===== src/rtl/rinse_sequencer_pkg.sv =====
// -----------------------------------------------------------------------------
// washer_pkg
// Shared types and constants for the washer rinse path.
//   - rinseState_t : rinse sequencer state encoding (3 bits)
//   - DEF_*_SEC    : default step lengths in seconds
//   - REMAIN_W     : width of the whole-phase seconds-remaining counter
//   - TIMER_W      : width of the per-step down-counter
//   - effLen()     : step length with zero promoted to one second
//   - satTotal()   : rounds * per-round seconds, saturated to REMAIN_W bits
// -----------------------------------------------------------------------------
package washer_pkg;

    localparam int REMAIN_W = 8;
    localparam int TIMER_W  = 6;

    localparam int DEF_DRAIN_SEC = 3;
    localparam int DEF_SPIN_SEC  = 3;
    localparam int DEF_FILL_SEC  = 3;
    localparam int DEF_RINSE_SEC = 5;

    typedef enum logic [2:0] {
        IDLE  = 3'd0,
        DRAIN = 3'd1,
        SPIN  = 3'd2,
        FILL  = 3'd3,
        RINSE = 3'd4,
        DONE  = 3'd5
    } rinseState_t;

    // A zero-length step would never see timer==1, so it is run as one second.
    function automatic logic [TIMER_W-1:0] effLen(input logic [TIMER_W-1:0] len);
        logic [TIMER_W-1:0] res;
        if (len == {TIMER_W{1'b0}}) begin
            res = {{(TIMER_W-1){1'b0}}, 1'b1};
        end else begin
            res = len;
        end
        return res;
    endfunction

    // Whole-phase length; the product is formed wide and clamped so a long
    // configuration shows 255 rather than wrapping to a small number.
    function automatic logic [REMAIN_W-1:0] satTotal(
        input logic [1:0]         roundsEff,
        input logic [TIMER_W+1:0] roundSum
    );
        logic [TIMER_W+3:0]  prod;
        logic [REMAIN_W-1:0] res;
        prod = {2'b00, roundSum} * {8'b0000_0000, roundsEff};
        if (prod > {2'b00, 8'hFF}) begin
            res = 8'hFF;
        end else begin
            res = prod[REMAIN_W-1:0];
        end
        return res;
    endfunction

endpackage


===== src/rtl/rinse_sequencer_if.sv =====
// -----------------------------------------------------------------------------
// rinse_sequencer_if
// Bundles the rinse sequencer's control inputs and status/actuator outputs.
//   master : the controlling side (drives start/config/lid/tick, reads status)
//   slave  : the rinse sequencer itself
// Signals:
//   start, rounds[1:0], water_lvl[1:0], lid_open, sec_tick   (master -> slave)
//   busy, done, outWater, spinOn, inWater, rinseOn, paused,
//   round_idx[1:0], remain[REMAIN_W-1:0]                      (slave -> master)
// -----------------------------------------------------------------------------
interface rinse_sequencer_if;
    import washer_pkg::*;

    logic                start;
    logic [1:0]          rounds;
    logic [1:0]          water_lvl;
    logic                lid_open;
    logic                sec_tick;

    logic                busy;
    logic                done;
    logic                outWater;
    logic                spinOn;
    logic                inWater;
    logic                rinseOn;
    logic                paused;
    logic [1:0]          round_idx;
    logic [REMAIN_W-1:0] remain;

    modport master (
        output start, rounds, water_lvl, lid_open, sec_tick,
        input  busy, done, outWater, spinOn, inWater, rinseOn, paused,
               round_idx, remain
    );

    modport slave (
        input  start, rounds, water_lvl, lid_open, sec_tick,
        output busy, done, outWater, spinOn, inWater, rinseOn, paused,
               round_idx, remain
    );

endinterface


===== src/rtl/rinse_sequencer_step_timer.sv =====
// -----------------------------------------------------------------------------
// step_timer
// Loadable down-counter that times one rinse step in counted seconds.
// Ports:
//   cp        in   clock
//   resetBtn  in   synchronous active-high reset (counter -> 0)
//   load      in   load loadVal this edge (has priority over counting)
//   loadVal   in   step length to load
//   enable    in   one counted second elapsed this cycle
//   expire    out  enable while the counter holds 1: the step ends this edge
// -----------------------------------------------------------------------------
module step_timer
    import washer_pkg::*;
(
    input  logic               cp,
    input  logic               resetBtn,
    input  logic               load,
    input  logic [TIMER_W-1:0] loadVal,
    input  logic               enable,
    output logic               expire
);

    localparam logic [TIMER_W-1:0] ONE = {{(TIMER_W-1){1'b0}}, 1'b1};

    logic [TIMER_W-1:0] count_r;

    // Step counter: load on step entry, else count down on counted seconds.
    always_ff @(posedge cp) begin
        if (resetBtn) begin
            count_r <= {TIMER_W{1'b0}};
        end else if (load) begin
            count_r <= loadVal;
        end else if (enable && (count_r != {TIMER_W{1'b0}})) begin
            count_r <= count_r - ONE;
        end else begin
            count_r <= count_r;
        end
    end

    // The last second of a step is consumed by the state change, not by a
    // decrement to zero, so a step of N seconds spans exactly N counted ticks.
    assign expire = enable && (count_r == ONE);

endmodule


===== src/rtl/rinse_sequencer.sv =====
// -----------------------------------------------------------------------------
// rinse_sequencer
// Runs the washer rinse phase: DRAIN -> SPIN -> FILL -> RINSE, repeated for
// 1..3 rounds, then a one-cycle DONE. Steps are timed in whole seconds from
// sec_tick; a high lid_open freezes the step timer and remain and drops all
// actuators until it is released.
// Ports:
//   cp        in   system clock
//   resetBtn  in   synchronous active-high reset (aborts without done)
//   bus       slave side of rinse_sequencer_if:
//     start, rounds, water_lvl, lid_open, sec_tick   inputs
//     busy, done, outWater, spinOn, inWater, rinseOn,
//     paused, round_idx, remain                       registered outputs
// -----------------------------------------------------------------------------
module rinse_sequencer
    import washer_pkg::*;
#(
    parameter int DRAIN_SEC = DEF_DRAIN_SEC,
    parameter int SPIN_SEC  = DEF_SPIN_SEC,
    parameter int FILL_SEC  = DEF_FILL_SEC,
    parameter int RINSE_SEC = DEF_RINSE_SEC
) (
    input  logic cp,
    input  logic resetBtn,
    rinse_sequencer_if.slave bus
);

    localparam logic [TIMER_W-1:0] DRAIN_LEN = effLen(TIMER_W'(DRAIN_SEC));
    localparam logic [TIMER_W-1:0] SPIN_LEN  = effLen(TIMER_W'(SPIN_SEC));
    localparam logic [TIMER_W-1:0] RINSE_LEN = effLen(TIMER_W'(RINSE_SEC));
    localparam logic [TIMER_W-1:0] FILL_BASE = TIMER_W'(FILL_SEC);

    rinseState_t          state_r;
    rinseState_t          nextState_s;

    logic [1:0]           roundsEff_r;
    logic [TIMER_W-1:0]   fillLen_r;
    logic [1:0]           roundIdx_r;
    logic [REMAIN_W-1:0]  remain_r;

    logic                 busy_r;
    logic                 done_r;
    logic                 outWater_r;
    logic                 spinOn_r;
    logic                 inWater_r;
    logic                 rinseOn_r;
    logic                 paused_r;

    logic                 active_s;
    logic                 countedTick_s;
    logic                 startAcc_s;
    logic [1:0]           startRoundsEff_s;
    logic [TIMER_W-1:0]   startFill_s;
    logic [TIMER_W+1:0]   startSum_s;
    logic [REMAIN_W-1:0]  startTotal_s;
    logic [2:0]           roundNext_s;
    logic                 lastRound_s;
    logic                 expire_s;
    logic                 timerLoad_s;
    logic [TIMER_W-1:0]   timerLoadVal_s;

    step_timer u_stepTimer (
        .cp       (cp),
        .resetBtn (resetBtn),
        .load     (timerLoad_s),
        .loadVal  (timerLoadVal_s),
        .enable   (countedTick_s),
        .expire   (expire_s)
    );

    // Qualifiers and start-time configuration derived from inputs and state.
    always_comb begin
        active_s = 1'b0;
        case (state_r)
            DRAIN, SPIN, FILL, RINSE: active_s = 1'b1;
            default:                  active_s = 1'b0;
        endcase

        // Seconds only count while a step is running and the lid is shut.
        countedTick_s = active_s && bus.sec_tick && !bus.lid_open;
        startAcc_s    = (state_r == IDLE) && bus.start;

        if (bus.rounds == 2'd0) begin
            startRoundsEff_s = 2'd1;
        end else begin
            startRoundsEff_s = bus.rounds;
        end

        startFill_s  = effLen(FILL_BASE + {{(TIMER_W-2){1'b0}}, bus.water_lvl});
        startSum_s   = {2'b00, DRAIN_LEN} + {2'b00, SPIN_LEN}
                     + {2'b00, startFill_s} + {2'b00, RINSE_LEN};
        startTotal_s = satTotal(startRoundsEff_s, startSum_s);

        roundNext_s  = {1'b0, roundIdx_r} + 3'd1;
        lastRound_s  = (roundNext_s >= {1'b0, roundsEff_r});
    end

    // Next-state decode; also picks the step length loaded on step entry.
    always_comb begin
        nextState_s    = state_r;
        timerLoad_s    = 1'b0;
        timerLoadVal_s = {TIMER_W{1'b0}};
        case (state_r)
            IDLE: begin
                if (startAcc_s) begin
                    nextState_s    = DRAIN;
                    timerLoad_s    = 1'b1;
                    timerLoadVal_s = DRAIN_LEN;
                end else begin
                    nextState_s    = IDLE;
                end
            end
            DRAIN: begin
                if (expire_s) begin
                    nextState_s    = SPIN;
                    timerLoad_s    = 1'b1;
                    timerLoadVal_s = SPIN_LEN;
                end else begin
                    nextState_s    = DRAIN;
                end
            end
            SPIN: begin
                if (expire_s) begin
                    nextState_s    = FILL;
                    timerLoad_s    = 1'b1;
                    timerLoadVal_s = fillLen_r;
                end else begin
                    nextState_s    = SPIN;
                end
            end
            FILL: begin
                if (expire_s) begin
                    nextState_s    = RINSE;
                    timerLoad_s    = 1'b1;
                    timerLoadVal_s = RINSE_LEN;
                end else begin
                    nextState_s    = FILL;
                end
            end
            RINSE: begin
                if (expire_s && lastRound_s) begin
                    nextState_s    = DONE;
                    timerLoad_s    = 1'b1;
                    timerLoadVal_s = {TIMER_W{1'b0}};
                end else if (expire_s) begin
                    nextState_s    = DRAIN;
                    timerLoad_s    = 1'b1;
                    timerLoadVal_s = DRAIN_LEN;
                end else begin
                    nextState_s    = RINSE;
                end
            end
            DONE: begin
                nextState_s = IDLE;
            end
            default: begin
                nextState_s = IDLE;
            end
        endcase
    end

    // State register.
    always_ff @(posedge cp) begin
        if (resetBtn) begin
            state_r <= IDLE;
        end else begin
            state_r <= nextState_s;
        end
    end

    // Phase context: configuration latched at start, round index, remain.
    always_ff @(posedge cp) begin
        if (resetBtn) begin
            roundsEff_r <= 2'd0;
            fillLen_r   <= {TIMER_W{1'b0}};
            roundIdx_r  <= 2'd0;
            remain_r    <= {REMAIN_W{1'b0}};
        end else if (startAcc_s) begin
            roundsEff_r <= startRoundsEff_s;
            fillLen_r   <= startFill_s;
            roundIdx_r  <= 2'd0;
            remain_r    <= startTotal_s;
        end else begin
            roundsEff_r <= roundsEff_r;
            fillLen_r   <= fillLen_r;
            if ((state_r == RINSE) && expire_s && !lastRound_s) begin
                roundIdx_r <= roundNext_s[1:0];
            end else begin
                roundIdx_r <= roundIdx_r;
            end
            // DONE always shows zero, even if saturation left seconds over.
            if (nextState_s == DONE) begin
                remain_r <= {REMAIN_W{1'b0}};
            end else if (countedTick_s && (remain_r != {REMAIN_W{1'b0}})) begin
                remain_r <= remain_r - {{(REMAIN_W-1){1'b0}}, 1'b1};
            end else begin
                remain_r <= remain_r;
            end
        end
    end

    // Output flags decoded from the next state so they switch with the state.
    always_ff @(posedge cp) begin
        if (resetBtn) begin
            busy_r     <= 1'b0;
            done_r     <= 1'b0;
            outWater_r <= 1'b0;
            spinOn_r   <= 1'b0;
            inWater_r  <= 1'b0;
            rinseOn_r  <= 1'b0;
            paused_r   <= 1'b0;
        end else begin
            busy_r     <= (nextState_s != IDLE);
            done_r     <= (nextState_s == DONE);
            outWater_r <= (nextState_s == DRAIN) && !bus.lid_open;
            spinOn_r   <= (nextState_s == SPIN)  && !bus.lid_open;
            inWater_r  <= (nextState_s == FILL)  && !bus.lid_open;
            rinseOn_r  <= (nextState_s == RINSE) && !bus.lid_open;
            paused_r   <= (nextState_s != IDLE)  && bus.lid_open;
        end
    end

    assign bus.busy      = busy_r;
    assign bus.done      = done_r;
    assign bus.outWater  = outWater_r;
    assign bus.spinOn    = spinOn_r;
    assign bus.inWater   = inWater_r;
    assign bus.rinseOn   = rinseOn_r;
    assign bus.paused    = paused_r;
    assign bus.round_idx = roundIdx_r;
    assign bus.remain    = remain_r;

endmodule


===== src/flat_wrapper.sv =====
// flat-port wrapper written by rule: the top's interface ports become plain ports
module rinse_sequencer_flat import washer_pkg::*;
#(
    parameter int DRAIN_SEC = DEF_DRAIN_SEC,
    parameter int SPIN_SEC  = DEF_SPIN_SEC,
    parameter int FILL_SEC  = DEF_FILL_SEC,
    parameter int RINSE_SEC = DEF_RINSE_SEC
)
  (cp, resetBtn, bus_start, bus_rounds, bus_water_lvl, bus_lid_open, bus_sec_tick, bus_busy, bus_done, bus_outWater, bus_spinOn, bus_inWater, bus_rinseOn, bus_paused, bus_round_idx, bus_remain);
  rinse_sequencer_if bus_i ();
  input  logic cp;
  input  logic resetBtn;
  input wire logic [$bits(bus_i.start)-1:0] bus_start;
  input wire logic [$bits(bus_i.rounds)-1:0] bus_rounds;
  input wire logic [$bits(bus_i.water_lvl)-1:0] bus_water_lvl;
  input wire logic [$bits(bus_i.lid_open)-1:0] bus_lid_open;
  input wire logic [$bits(bus_i.sec_tick)-1:0] bus_sec_tick;
  output wire logic [$bits(bus_i.busy)-1:0] bus_busy;
  output wire logic [$bits(bus_i.done)-1:0] bus_done;
  output wire logic [$bits(bus_i.outWater)-1:0] bus_outWater;
  output wire logic [$bits(bus_i.spinOn)-1:0] bus_spinOn;
  output wire logic [$bits(bus_i.inWater)-1:0] bus_inWater;
  output wire logic [$bits(bus_i.rinseOn)-1:0] bus_rinseOn;
  output wire logic [$bits(bus_i.paused)-1:0] bus_paused;
  output wire logic [$bits(bus_i.round_idx)-1:0] bus_round_idx;
  output wire logic [$bits(bus_i.remain)-1:0] bus_remain;
  assign bus_i.start = bus_start;
  assign bus_i.rounds = bus_rounds;
  assign bus_i.water_lvl = bus_water_lvl;
  assign bus_i.lid_open = bus_lid_open;
  assign bus_i.sec_tick = bus_sec_tick;
  assign bus_busy = bus_i.busy;
  assign bus_done = bus_i.done;
  assign bus_outWater = bus_i.outWater;
  assign bus_spinOn = bus_i.spinOn;
  assign bus_inWater = bus_i.inWater;
  assign bus_rinseOn = bus_i.rinseOn;
  assign bus_paused = bus_i.paused;
  assign bus_round_idx = bus_i.round_idx;
  assign bus_remain = bus_i.remain;
  rinse_sequencer #(.DRAIN_SEC(DRAIN_SEC), .SPIN_SEC(SPIN_SEC), .FILL_SEC(FILL_SEC), .RINSE_SEC(RINSE_SEC)) u_core (.cp(cp), .resetBtn(resetBtn), .bus(bus_i));
endmodule

===== config.mk =====
export PLATFORM = sky130hd
export DESIGN_NAME = rinse_sequencer_flat
export DESIGN_NICKNAME = d
export VERILOG_FILES = /design/src/rtl/rinse_sequencer_pkg.sv /design/src/rtl/rinse_sequencer_if.sv /design/src/rtl/rinse_sequencer_step_timer.sv /design/src/rtl/rinse_sequencer.sv /design/src/flat_wrapper.sv
export SDC_FILE = /design/constraint.sdc
export NUM_CORES = 1
export LEC_CHECK = 0
export CORE_MARGIN = 4
export CORE_UTILIZATION = 37
export CTS_BUF_LIST = sky130_fd_sc_hd__clkbuf_2 sky130_fd_sc_hd__clkbuf_4 sky130_fd_sc_hd__clkbuf_8
export DETAILED_ROUTE_END_ITERATION = 6
export PLACE_DENSITY_LB_ADDON = 0.3
export SYNTH_ARGS = -nofsm -noshare
export SYNTH_HDL_FRONTEND = slang
export SYNTH_SLANG_ARGS = --single-unit

===== constraint.sdc =====
create_clock -name cp -period 5.75 [get_ports cp]
set_input_delay 1.725 -clock cp [delete_from_list [all_inputs] [get_ports cp]]
set_output_delay 1.725 -clock cp [all_outputs]
set_load 0.03 [all_outputs]

Yosys cells after proc, flatten, opt, wreduce, memory -nomap -nowiden
Cells that the tools add are included.
- multiplexer cells: 26
- magnitude comparators: 2
- equal/unequal tests: 10
- bitwise gates (word level): 0
- div/mod/pow operators: 0
- reductions and logical operators: 27
- add/sub/neg operators: 6
- multiply operators: 1
- shift-type cells: 0
- operator list (operator ; number):
    $mux W8 ; 4
    $mux W6 ; 5
    $pmux W6 S5 ; 1
    $pmux W3 S5 ; 1
    $logic_and A1 B1 Y1 ; 14
    $eq A3 B2 Y1 const B ; 4
    $mux W3 ; 4
    $gt A10 B8 Y1 const B ; 1
    $mul A8 B2 Y10 ; 1
    $eq A3 B3 Y1 const B ; 3
    $add A8 B3 Y8 const B ; 1
    $mux W2 ; 4
    $reduce_bool A8 Y1 ; 1
    $sub A8 B1 Y8 const B ; 1
    $add A3 B6 Y7 const A ; 1
    $eq A3 B1 Y1 const B ; 2
    $eq A6 B1 Y1 const B ; 1
    $logic_not A6 Y1 ; 1
    $mux W1 ; 6
    $reduce_bool A3 Y1 ; 2
    $reduce_bool A6 Y1 ; 1
    $sub A6 B1 Y6 const B ; 1
    $reduce_or A4 Y1 ; 1
    $add A2 B1 Y3 const B ; 1
    9 further kinds ; 10
- output and inout bits: 17
- memories: 0
- bits in latches: 0
- input port bits: 9
- memory bits (read-only): 0
- register bits: 34
- logic and storage cells: 85
- RAM bits: 0

Logic depth before layout (Yosys ltp)
- depth in word-level cells: 12
- depth in mapped cells: 13
- depth with buffers taken out: 13

Cells and area by module
Synthesis repeated with hierarchy kept, for this count alone.
- cell total of the unflattened synthesis: 243
- area, all modules: 2105.8 um^2
- modules (own cells, without submodules) (module ; seq. area each (um^2) ; times used ; area an instance (um^2) ; cells each):
    rinse_sequencer ; 500.5 ; 1 ; 1672.9 ; 193
    step_timer ; 120.1 ; 1 ; 432.9 ; 50

Worst setup path before layout
Ideal clock, no wire load.
- path kind: input to register
- start: input bus_water_lvl[0]
- end: register u_core.remain_r[5], in the netlist u_core.bus.remain[5]
- path slack: 1970 ps
- path buffers: 0
- data required time: 5655 ps
- stages on the path: 13
- arrival time: 3685 ps
- path through: inv_1 > ha_1 > a21oi_1 > xnor2_1 > and2_1 > ha_1 > inv_1 > fa_1 > nor2b_1 > o21ai_0 > nand3_1 > nand3_1 > a221oi_1
- longest elaborated chain between the ends: 9
- ends and longest elaborated chain (element ; line ; text):
    start, declared ; flat_wrapper.sv:15 ; input wire logic [$bits(bus_i.water_lvl)-1:0] bus_water_lvl;
    $add A2 B2 Y3 * ; rinse_sequencer.sv:89 ; startFill_s = effLen(FILL_BASE + {{(TIMER_W-2){1'b0}}, bus.water_lvl});
    $logic_not A6 Y1 ; rinse_sequencer_pkg.sv:33 ; if (len == {TIMER_W{1'b0}}) begin
    $mux W6 * ; rinse_sequencer_pkg.sv:33 ;
    $add A3 B6 Y7 * ; rinse_sequencer.sv:91 ; + {2'b00, startFill_s} + {2'b00, RINSE_LEN};
    $add A8 B3 Y8 * ; rinse_sequencer.sv:91 ;
    $mul A8 B2 Y10 * ; rinse_sequencer_pkg.sv:49 ; prod = {2'b00, roundSum} * {8'b0000_0000, roundsEff};
    $gt A10 B8 Y1 ; rinse_sequencer_pkg.sv:50 ; if (prod > {2'b00, 8'hFF}) begin
    $mux W8 * ; rinse_sequencer_pkg.sv:50 ;
    $mux W8 * ; rinse_sequencer.sv:178 ; end else if (startAcc_s) begin
    end signal, assigned ; rinse_sequencer.sv:177 ; remain_r <= {REMAIN_W{1'b0}};
    end signal, assigned ; rinse_sequencer.sv:182 ; remain_r <= startTotal_s;
    end signal, assigned ; rinse_sequencer.sv:193 ; remain_r <= {REMAIN_W{1'b0}};
    end, declared ; rinse_sequencer.sv:39 ; logic [REMAIN_W-1:0] remain_r;
Every way passes the cells marked *; elsewhere a longest branch is shown, timed or not.
A chain may end at the register's enable or synchronous reset.

Final worst setup path
Ends and elaborated chain as after synthesis.

==> impl_metrics.xml <==
<?xml version="1.0" encoding="UTF-8"?>
<metrics>
  <group name="status">
    <metric name="outcome" unit="">completed</metric>
  </group>
  <group name="detailed_routing">
    <metric name="drtPass1Iterations" unit="">4</metric>
    <metric name="post-route-drc-count" unit="">0</metric>
    <metric name="ant_nets" unit="">0</metric>
    <metric name="dr_total_vias" unit="">1852</metric>
    <metric name="routed_wirelength" unit="um">4660</metric>
    <metric name="detail_route.vias_per_cell" unit="">5.48</metric>
    <metric name="post_drt_wl_per_cell" unit="um">13.8</metric>
    <metric name="drt_iter0_drc" unit="">141</metric>
  </group>
  <group name="critical_path">
    <metric name="worstReg2RegEnd" unit="">u_core.bus.remain[5]$_SDFFE_PP0P_</metric>
    <metric name="path_delay_family" unit="">adder cells</metric>
    <metric name="worst_case_register_to_register_setup_slack" unit="ns">2.96</metric>
    <metric name="worst-endpoint-required" unit="ns">5.91</metric>
    <metric name="timing.critical_path.cells" unit="">clkdlybuf4s50_1 -&gt; inv_1 -&gt; ha_1 -&gt; a21oi_1 -&gt; xnor2_1 -&gt; and2_1 -&gt; ha_1 -&gt; inv_1 -&gt; fa_1 -&gt; nor2b_1 -&gt; o21ai_0 -&gt; nand3_1 -&gt; nand3_1 -&gt; a221oi_1</metric>
    <metric name="critical-path-slowest-cell" unit="">sky130_fd_sc_hd__clkdlybuf4s50_1</metric>
    <metric name="setup_crit_path_kind" unit="">primary input to register</metric>
    <metric name="highest_net_fanout_along_the_worst_path" unit="">5</metric>
    <metric name="timing.rr.start" unit="">u_core.state_r[2]$_SDFF_PP0_</metric>
    <metric name="cp_data_arrival_time" unit="ns">4.42</metric>
    <metric name="cpPeakStageDelay" unit="ns">0.50</metric>
    <metric name="cp_num_buf_inv" unit="">3</metric>
    <metric name="end_kind" unit="">register</metric>
    <metric name="startpoint_type" unit="">primary input</metric>
    <metric name="timing.reg2reg.worst_path_depth" unit="">5</metric>
  </group>
  <group name="synthesis">
    <metric name="postSynthNetCount" unit="">273</metric>
    <metric name="most_used_standard_cell_by_instance_count_after_synthesis" unit="">sky130_fd_sc_hd__dfxtp_1</metric>
    <metric name="average_size_of_a_mapped_cell" unit="um2">8.46</metric>
    <metric name="synth_largest_type_area_fraction" unit="%">30.0</metric>
    <metric name="synthDominantAreaCellType" unit="">sky130_fd_sc_hd__dfxtp_1</metric>
    <metric name="ys_seq_area_share" unit="%">30.0</metric>
    <metric name="post_synth_inst_count" unit="">245</metric>
    <metric name="synth_area_leaders" unit="">sky130_fd_sc_hd__dfxtp_1 (30%), sky130_fd_sc_hd__ha_1 (10%), sky130_fd_sc_hd__nor2_1 (4.2%)</metric>
    <metric name="warnings_from_yosys" unit="">0</metric>
    <metric name="async_reset_ff_share" unit="%">0</metric>
    <metric name="synth.top_cells.by_count" unit="">sky130_fd_sc_hd__dfxtp_1 (31), sky130_fd_sc_hd__nor2_1 (23), sky130_fd_sc_hd__ha_1 (17), sky130_fd_sc_hd__inv_1 (17), sky130_fd_sc_hd__nor3_1 (17)</metric>
    <metric name="yosys_register_bits" unit="">31</metric>
    <metric name="synth_area" unit="mm2">0.00207</metric>
    <metric name="number_of_flops_mapped_to_enable_cells_by_yosys" unit="">0</metric>
    <metric name="synthFlopType" unit="">sky130_fd_sc_hd__dfxtp_1</metric>
    <metric name="ys_types" unit="">52</metric>
  </group>
  <group name="timing">
    <metric name="worst_slew_pin_slew" unit="ns">1.06</metric>
    <metric name="fin_worst_skew" unit="ns">0.00596</metric>
    <metric name="period_needed" unit="ns">4.26</metric>
    <metric name="final_hold_viol_count" unit="">0</metric>
    <metric name="fin_tns_setup" unit="ns">0</metric>
    <metric name="grt_setup_unrepaired" unit="">false</metric>
    <metric name="setup_viol_count_final" unit="">0</metric>
    <metric name="slew_headroom" unit="%">29.2</metric>
    <metric name="clock.fmax" unit="MHz">235</metric>
    <metric name="report.final.slew_viol_count" unit="">0</metric>
    <metric name="post-route-period-util" unit="%">74.0</metric>
  </group>
  <group name="finish">
    <metric name="final_core_utilization" unit="%">46.8</metric>
    <metric name="final_area" unit="mm2">0.00247</metric>
    <metric name="syn2layout_area_growth" unit="%">19.1</metric>
    <metric name="layout.filler_cells" unit="">535</metric>
    <metric name="layout-drive-gt1-share" unit="%">6.72</metric>
    <metric name="design.final.nets" unit="">295</metric>
    <metric name="antenna-diode-count" unit="">0</metric>
    <metric name="final-instance-count-excl-fill" unit="">338</metric>
  </group>
  <group name="clocking">
    <metric name="post-cts-setup-buffer-count" unit="">0</metric>
    <metric name="clk_pin_slew_worst_paths" unit="ns">0.06</metric>
    <metric name="clk_latency" unit="ns">0.28</metric>
    <metric name="clock-sinks" unit="">31</metric>
    <metric name="tritoncts.num_buffers" unit="">5</metric>
    <metric name="post_cts_hold_buffer_count" unit="">0</metric>
    <metric name="clock_path_buffers" unit="">2</metric>
    <metric name="cts.htree.levels" unit="">2</metric>
    <metric name="clock-root-buffer" unit="">sky130_fd_sc_hd__clkbuf_8</metric>
    <metric name="post_cts_resized" unit="">0</metric>
    <metric name="tritoncts_clock_tree" unit="">done</metric>
  </group>
  <group name="power">
    <metric name="total_leakage_power" unit="nW">0.965</metric>
    <metric name="ir_drop" unit="V">0.0000774</metric>
    <metric name="post-layout-total-power" unit="mW">0.588</metric>
    <metric name="power.density_cell_area" unit="mW/mm2">238</metric>
  </group>
  <group name="global_route">
    <metric name="met2_usage" unit="%">22.4</metric>
    <metric name="top_usage_layer" unit="">met2</metric>
    <metric name="grt_first_pass_wirelength" unit="um">7930</metric>
    <metric name="antenna_found_initial" unit="">0</metric>
    <metric name="grt_remaining_overflow" unit="">0</metric>
    <metric name="grt_pass1_vias" unit="">1728</metric>
    <metric name="gr-usage-all-layers" unit="%">13.9</metric>
    <metric name="use_met3" unit="%">2.67</metric>
    <metric name="largest_net_degree_at_the_start_of_global_routing" unit="">29</metric>
    <metric name="met1_capacity_usage_during_global_routing" unit="%">17.6</metric>
  </group>
  <group name="hold_path">
    <metric name="hp-class" unit="">register to register</metric>
    <metric name="timing.hold.worst.start" unit="">u_core.roundsEff_r[1]$_SDFFE_PP0P_</metric>
    <metric name="worst_hold_path.num_cells" unit="">2</metric>
    <metric name="hold-path-endpoint" unit="">u_core.roundsEff_r[1]$_SDFFE_PP0P_</metric>
  </group>
  <group name="floorplanning">
    <metric name="placeableCoreArea" unit="mm2">0.00527</metric>
    <metric name="die-width" unit="um">82.8</metric>
    <metric name="dieArea" unit="mm2">0.00686</metric>
    <metric name="start_util" unit="%">39.3</metric>
    <metric name="floorplan.io_pins" unit="">26</metric>
    <metric name="dieHeight" unit="um">82.8</metric>
    <metric name="placement_rows" unit="">26</metric>
  </group>
  <group name="placed_design">
    <metric name="dpl-instance-area" unit="mm2">0.00238</metric>
    <metric name="placedCellCount" unit="">330</metric>
    <metric name="hpwl" unit="um">3420</metric>
    <metric name="port_buffers" unit="">25</metric>
    <metric name="routabilityCongestion" unit="">0.825</metric>
  </group>
  <group name="flow_run">
    <metric name="drv_cap" unit="">0</metric>
  </group>
</metrics>
-- worst max path at each step --
stage                           from                                 to  slack [ns]  cells after the start
floorplan           bus_water_lvl[0]  u_core.bus.remain[5]$_SDFFE_PP0P_        1.97                     13
finish              bus_water_lvl[0]  u_core.bus.remain[5]$_SDFFE_PP0P_        1.49                     14
global route        bus_water_lvl[0]  u_core.bus.remain[5]$_SDFFE_PP0P_        1.20                     14
CTS                 bus_water_lvl[0]  u_core.bus.remain[5]$_SDFFE_PP0P_        1.48                     14
global placement    bus_water_lvl[0]  u_core.bus.remain[5]$_SDFFE_PP0P_        1.31                     14
detailed placement  bus_water_lvl[0]  u_core.bus.remain[5]$_SDFFE_PP0P_        1.18                     14
-- metrics by stage --
step | hold WS [ns] | setup slack [ns]
6_report | 0.479 | 1.49
5_1_grt | 0.516 | 1.20
4_1_cts | 0.475 | 1.48
3_5_place_dp | 0.466 | 1.18
3_3_place_gp | 0.459 | 1.31
2_1_floorplan | 0.450 | 1.97
-- worst min-delay path, delay by kind of cell, from the launching register on --
family | cells | cell delay (ns)
compound gates | 1 | 0.05
flops | 1 | 0.32
simple gates | 1 | 0.06
-- power by group --
| part | switching, mW | internal (mW) |
|---|---|---|
| Clock | 0.0792 | 0.0942 |
| Sequential | 0.0164 | 0.229 |
| Combinational | 0.0957 | 0.0734 |
-- metal layers --
metal  share of wire [%]  vias up
met4                 2.9        0
met3                 5.2       14
li1                    -      932
met1                  46      847
met2                  45       59
met5                   0        -
-- flip-flops by register name (all words and copies together), names as in the netlist --
| register | cells |
|---|---|
| u_core.bus.paused | 1 |
| u_core.bus.busy | 1 |
| u_core.state_r | 3 |
| u_core.bus.rinseOn | 1 |
| u_core.u_stepTimer.count_r | 6 |
| u_core.bus.done | 1 |
| u_core.bus.inWater | 1 |
| u_core.bus.spinOn | 1 |
| u_core.bus.remain | 8 |
| u_core.bus.outWater | 1 |
| u_core.bus.round_idx | 2 |
| u_core.roundsEff_r | 2 |
| u_core.fillLen_r | 3 |
-- cells in the final DEF, fill, tap and decap left out, drive strengths merged, types with 4 or more instances in the layout --
| cell | Yosys | final |
|---|---|---|
| nor2 | 24 | 24 |
| nor2b | 9 | 9 |
| clkdlybuf4s50 | 0 | 25 |
| xor2 | 5 | 5 |
| ha | 17 | 17 |
| nand3 | 6 | 6 |
| and2 | 5 | 5 |
| a21oi | 13 | 13 |
| clkbuf | 8 | 7 |
| inv | 17 | 17 |
| nor3 | 17 | 17 |
| a21o | 7 | 7 |
| nand2 | 9 | 9 |
| dfxtp | 31 | 31 |
| xnor2 | 7 | 7 |
| nor4b | 4 | 4 |
| a221oi | 6 | 6 |
| a211oi | 6 | 6 |
| o21ai | 7 | 7 |
-- final cells by class --
cell class	instances	area [um2]	share of cell area, %
multi-input cells	186	1350	54.7
repair buffers	26	258	10.4
well taps	70	87.6	3.55
clock inverters	1	5.00	0.203
flip-flops and latches	31	621	25.1
clock buffers	7	83.8	3.40
inverters	17	63.8	2.58
-- cell families (layout without fill, tap and decap cells) --
group,after synthesis,after routing,share of synthesized area [%]
AO/OA/AOI/OAI,60,60,22.3
multiplexers,1,1,0.483
flip-flops,31,31,30.0
buffers and inverters,28,51,5.19
AND/OR/NAND/NOR,94,94,24.8
XOR/XNOR,12,12,5.07
adder cells (fa/ha/maj),19,19,12.2
Power figures use the tool's default switching activity.
